**config.mk**
```make
export PLATFORM = sky130hd
export DESIGN_NAME = autosym_pla_eval
export DESIGN_NICKNAME = d
export VERILOG_FILES = /design/src/rtl/autosym_pla_eval.sv
export SDC_FILE = /design/constraint.sdc
export NUM_CORES = 2
export LEC_CHECK = 0
export ABC_AREA = 1
export CORE_MARGIN = 3
export CORE_UTILIZATION = 50
export DETAILED_ROUTE_END_ITERATION = 8
export GPL_ROUTABILITY_DRIVEN = 0
export PLACE_DENSITY = 0.65
export SYNTH_ARGS = -nofsm -noshare
export SYNTH_HDL_FRONTEND = slang
export SYNTH_SLANG_ARGS = --single-unit
```
**constraint.sdc**
```tcl
create_clock -name clk -period 13 [get_ports clk]
set_input_delay 3.25 -clock clk [delete_from_list [all_inputs] [get_ports clk]]
set_output_delay 3.25 -clock clk [all_outputs]
set_load 0.01 [all_outputs]
```
**src/rtl/autosym_pla_eval.sv**
```systemverilog
// autosym_pla_eval: sequential multi-output PLA cover evaluator
// with optional GF(2) XOR input projection, one cube per cycle.
module autosym_pla_eval #(
  parameter  int N_IN  = 15,
  parameter  int N_OUT = 1,
  parameter  int DEPTH = 64,
  localparam int CW    = $clog2(DEPTH + 1),
  localparam int MAW   = $clog2(DEPTH),
  localparam int RAW   = $clog2(N_IN),
  localparam int CAW   = (MAW > RAW) ? MAW : RAW,
  localparam int DW    = 2 * N_IN + N_OUT
) (
  input  logic             clk,
  input  logic             rst_n,
  input  logic             cfg_we,
  input  logic [1:0]       cfg_sel,
  input  logic [CAW-1:0]   cfg_addr,
  input  logic [DW-1:0]    cfg_data,
  output logic             cfg_err,
  input  logic             in_valid,
  output logic             in_ready,
  input  logic [N_IN-1:0]  in_x,
  output logic             out_valid,
  input  logic             out_ready,
  output logic [N_OUT-1:0] out_y
);

  typedef enum logic [1:0] {
    S_IDLE, S_PROJ, S_SCAN, S_HOLD
  } state_t;

  state_t            r_state;
  logic              r_in_ready;
  logic              r_out_valid;
  logic              r_cfg_err;
  logic [N_OUT-1:0]  r_out_y;
  logic [N_OUT-1:0]  r_acc;
  logic [N_IN-1:0]   r_x;
  logic [N_IN-1:0]   r_z;
  logic [CW-1:0]     r_idx;
  logic [CW-1:0]     r_ncubes;
  logic              r_proj_en;
  logic              r_out_pol;
  logic [N_IN-1:0]   r_p   [N_IN];
  logic [DW-1:0]     r_mem [DEPTH];

  logic              w_in_hs;
  logic              w_sel_bad;
  logic              w_wr;
  logic [CW-1:0]     w_nc;
  logic [N_IN-1:0]   w_z_nx;
  logic [DW-1:0]     w_cube;
  logic              w_match;
  logic [N_OUT-1:0]  w_acc_nx;

  assign in_ready  = r_in_ready;
  assign out_valid = r_out_valid;
  assign out_y     = r_out_y;
  assign cfg_err   = r_cfg_err;

  assign w_in_hs = in_valid & r_in_ready;

  // classify the config target as valid or dropped
  always_comb begin
    w_sel_bad = 1'b1;
    unique case (cfg_sel)
      2'b00:   w_sel_bad = (32'(cfg_addr) >= DEPTH);
      2'b01:   w_sel_bad = (32'(cfg_addr) >= N_IN);
      2'b10:   w_sel_bad = 1'b0;
      default: w_sel_bad = 1'b1;
    endcase
  end

  assign w_wr = cfg_we & (r_state == S_IDLE)
              & ~w_in_hs & ~w_sel_bad;

  assign w_nc = (32'(cfg_data[CW-1:0]) > DEPTH)
              ? CW'(DEPTH) : cfg_data[CW-1:0];

  // projected vector: row parity of x under P, or x itself
  always_comb begin
    w_z_nx = '0;
    for (int k = 0; k < N_IN; k++)
      w_z_nx[k] = r_proj_en ? ^(r_x & r_p[k]) : r_x[k];
  end

  assign w_cube   = r_mem[r_idx[MAW-1:0]];
  assign w_match  = ((r_z ^ w_cube[2*N_IN-1:N_IN])
                    & w_cube[N_IN-1:0]) == '0;
  assign w_acc_nx = r_acc
                  | (w_match ? w_cube[DW-1:2*N_IN] : '0);

  // cube store, deliberately left unreset
  always_ff @(posedge clk) begin
    if (w_wr && cfg_sel == 2'b00)
      r_mem[cfg_addr[MAW-1:0]] <= cfg_data;
  end

  // control registers, projection rows and error pulse
  always_ff @(posedge clk or negedge rst_n) begin
    if (!rst_n) begin
      r_ncubes  <= '0;
      r_proj_en <= 1'b0;
      r_out_pol <= 1'b0;
      r_cfg_err <= 1'b0;
      for (int k = 0; k < N_IN; k++)
        r_p[k] <= N_IN'(1) << k;
    end else begin
      r_cfg_err <= cfg_we & ~w_wr;
      if (w_wr && cfg_sel == 2'b10) begin
        r_ncubes  <= w_nc;
        r_proj_en <= cfg_data[CW];
        r_out_pol <= cfg_data[CW+1];
      end
      for (int k = 0; k < N_IN; k++)
        if (w_wr && cfg_sel == 2'b01
            && cfg_addr == CAW'(k))
          r_p[k] <= cfg_data[N_IN-1:0];
    end
  end

  // evaluation FSM with registered handshake outputs
  always_ff @(posedge clk or negedge rst_n) begin
    if (!rst_n) begin
      r_state     <= S_IDLE;
      r_in_ready  <= 1'b1;
      r_out_valid <= 1'b0;
      r_out_y     <= '0;
      r_acc       <= '0;
      r_x         <= '0;
      r_z         <= '0;
      r_idx       <= '0;
    end else begin
      unique case (r_state)
        S_IDLE: begin
          if (in_valid) begin
            r_x        <= in_x;
            r_acc      <= '0;
            r_in_ready <= 1'b0;
            r_state    <= S_PROJ;
          end
        end
        S_PROJ: begin
          r_z   <= w_z_nx;
          r_idx <= '0;
          if (r_ncubes == '0) begin
            r_acc   <= '0;
            r_state <= S_HOLD;
          end else begin
            r_state <= S_SCAN;
          end
        end
        S_SCAN: begin
          r_acc <= w_acc_nx;
          r_idx <= r_idx + CW'(1);
          if (r_idx == r_ncubes - CW'(1) || &w_acc_nx)
            r_state <= S_HOLD;
        end
        S_HOLD: begin
          if (r_out_valid && out_ready) begin
            r_out_valid <= 1'b0;
            r_in_ready  <= 1'b1;
            r_state     <= S_IDLE;
          end else begin
            r_out_valid <= 1'b1;
            r_out_y     <= r_acc ^ {N_OUT{r_out_pol}};
          end
        end
        default: r_state <= S_IDLE;
      endcase
    end
  end

endmodule

```
==> results.cfg <==
[grt]
track_usage_pct = 27.8
antenna_found_initial = 12
grt_max_degree = 273
grt_pass1_vias = 59825
grt_pass1_wl_um = 398000
grt-ovfl-total = 0

[sta]
min_period_ps = 6360
fin_ws_ps = 6640
finClkSkew_ps = 34.8
grt_setup_unrepaired = false
worst_pin_slew_ps = 1230
max_freq_ghz = 0.157
hold_ws_ps = 482
hold_viol = 0
setup_viol = 0
finalMaxSlewViolations = 0
finalCritPeriodShare_pct = 48.9
slew-limit-headroom_pct = 18.3
finalSetupTns_ps = 0

[logic_synthesis]
yosys.area_share.simple_pct = 19.1
synth-async-reset-ratio_pct = 12.3
synth_top_family_by_area = simple AND/OR/NAND/NOR gates
synth_area_leaders = edfxtp_1 63%, nand2_1 11%, dfrtp_1 6.9%
syn-num-nets = 8655
synthCells = 8589
synth_top_area_share_pct = 62.8
synth-xor-area-share_pct = 1.99
synthAdderAreaFrac_pct = 0.0924
netlist_area_mm2 = 0.0948
yosys.area.top_type = edfxtp_1
synthDistinctLibCells = 45
syn_area_per_cell_um2 = 11.0
synth_flop_cell = edfxtp_1
ys_seq_area_share_pct = 70.2
synth_mux_area_share_pct = 0.0475
yosysWarningCount = 0
synth_compound_area_share_pct = 4.27
ys_ff_latch = 2262
synth-edff-count = 1984

[worst_setup_path]
cp-start-kind = primary input
crit_required_ps = 13460
criticalPathCategory = primary input to register
cp_data_arrival_time_ps = 6820
worst_r2r_startpoint = r_idx[0]
cp-startpoint = in_valid
worstSetupEndpointType = register
path_max_fanout = 31

[worst_hold_path]
hold_path.class = register to register
min-delay-start = r_p[76]

[layout]
final_layout_size_suffix_gt1_share_pct = 6.52
layout_common_cells = 2857 x nand2_1, 1984 x edfxtp_1, 1006 x nand3_1
nets = 8549
area_growth_pct = 9.92
mostFrequentLayoutCell = nand2_1
final_cell_area_mm2 = 0.104

[routing]
antenna_left = 0
drc_errors = 0
routed_wl_um = 273000
first_pass_iters = 8
drt_iter0_markers = 8440
via_count = 63546
drt-wirelength-per-cell_um = 24.4
via_per_inst = 5.69

[clock_tree]
hold_buffers = 0
cts_resized = 0
cts_sinks = 2262
cts_tree = built
cts-root-buf = clkbuf_16
cts_buffer_depth = 3
clock_latency_ps = 860
numCtsBuffers = 226
post-cts-setup-buffers = 0
cts_max_level = 4
path_clk_slew_ps = 60

[placement]
post-place-ws_ps = 5860
port_buffers = 62
dp_hpwl_um = 152000
placed_cell_area_mm2 = 0.0971

[power_and_ir_drop]
power.density_mw_per_mm2 = 182
power.static_leakage_nw = 38.7
peakVddDrop_v = 0.000179
p_total_w = 0.0190

[floorplan]
placementRows = 159
ioPinCount = 63
die_h_um = 441
core-area_mm2 = 0.188
initial_core_util_pct = 50.4
die_w_um = 441
dieArea_mm2 = 0.195

[run_status]
status = completed

[run]
drv_cap = 0
-- critical path, cell delays in order --
cell,delay [ps]
clkdlybuf4s50_1,450
nand2_1,90
nand3_1,240
nor2_1,180
inv_1,110
nor2_1,430
nand3_2,860
nor2_4,1170
-- where the power goes --
group | internal, W | switching [W] | leakage (nW)
combinational | 0.00111 | 0.00333 | 13.7
sequential | 0.00801 | 0.000227 | 21.5
clock | 0.00355 | 0.00275 | 3.47
total | 0.0127 | 0.00631 | 38.7
-- metrics by stage --
step           util, %  instances
6_report          55.4      11167
2_1_floorplan        -       8589
5_1_grt           55.4      11162
3_5_place_dp      51.6      10750
4_1_cts           55.4      11162
3_3_place_gp      51.6      10750
-- routing by layer --
metal	track usage [%]	wire, um	up-vias
met1	39.3	110000	31246
met2	42.5	125000	2882
met4	11.1	11600	4
met3	5.39	26500	481
li1	-	-	28933
met5	0	29	-
-- area by class of cell --
type	instances	area [um^2]
Tap cell	2495	3120
Multi-Input combinational cell	5460	24700
Clock inverter	122	1050
Fill cell	15809	84000
Antenna cell	5	12.5
Clock buffer	290	6030
Timing Repair Buffer	177	1380
Inverter	356	1390
Sequential cell	2262	66600
-- cell families after synthesis --
family / after synthesis
xor gates and xnor gates: 215
buffers and inverters: 867
adders and majority gates: 7
muxes: 4
AOI/OAI and AO/OA: 771
DFF: 2262
and+or+nand+nor: 4463
-- cell usage after synthesis, drive strengths merged (16+ instances only) --
cell    instances
clkbuf        139
nor3           28
edfxtp       1984
buf           372
o21ai         484
a21oi         218
nor2          541
nand3        1009
o211ai         20
xnor2         165
dfstp          16
xor2           50
dfrtp         262
nand2        2858
inv           348
-- worst paths after layout --
| kind | endpoint | slack [ps] | cells past startpoint |
|---|---|---|---|
| setup / recovery | r_mem[26][6] | 6640 | 8 |
| hold / removal | r_p[76] | 480 | 2 |
| setup reg to reg | r_state[1] | 6970 | 24 |
| hold reg to reg | r_p[76] | 480 | 2 |
| max in group asynchronous | r_p[30] | 8490 | 3 |
| min in group asynchronous | r_x[3] | 2350 | 1 |
-- flip-flops by register name (all words and copies together) (netlist names) --
register,cells
r_mem,1984
r_p,225
r_x,15
r_z,15
r_idx,7
r_ncubes,7
r_state,2
cfg_err,1
in_ready,1
out_valid,1
out_y,1
r_acc,1
r_out_pol,1
r_proj_en,1
(Power assumes the default switching activity.)
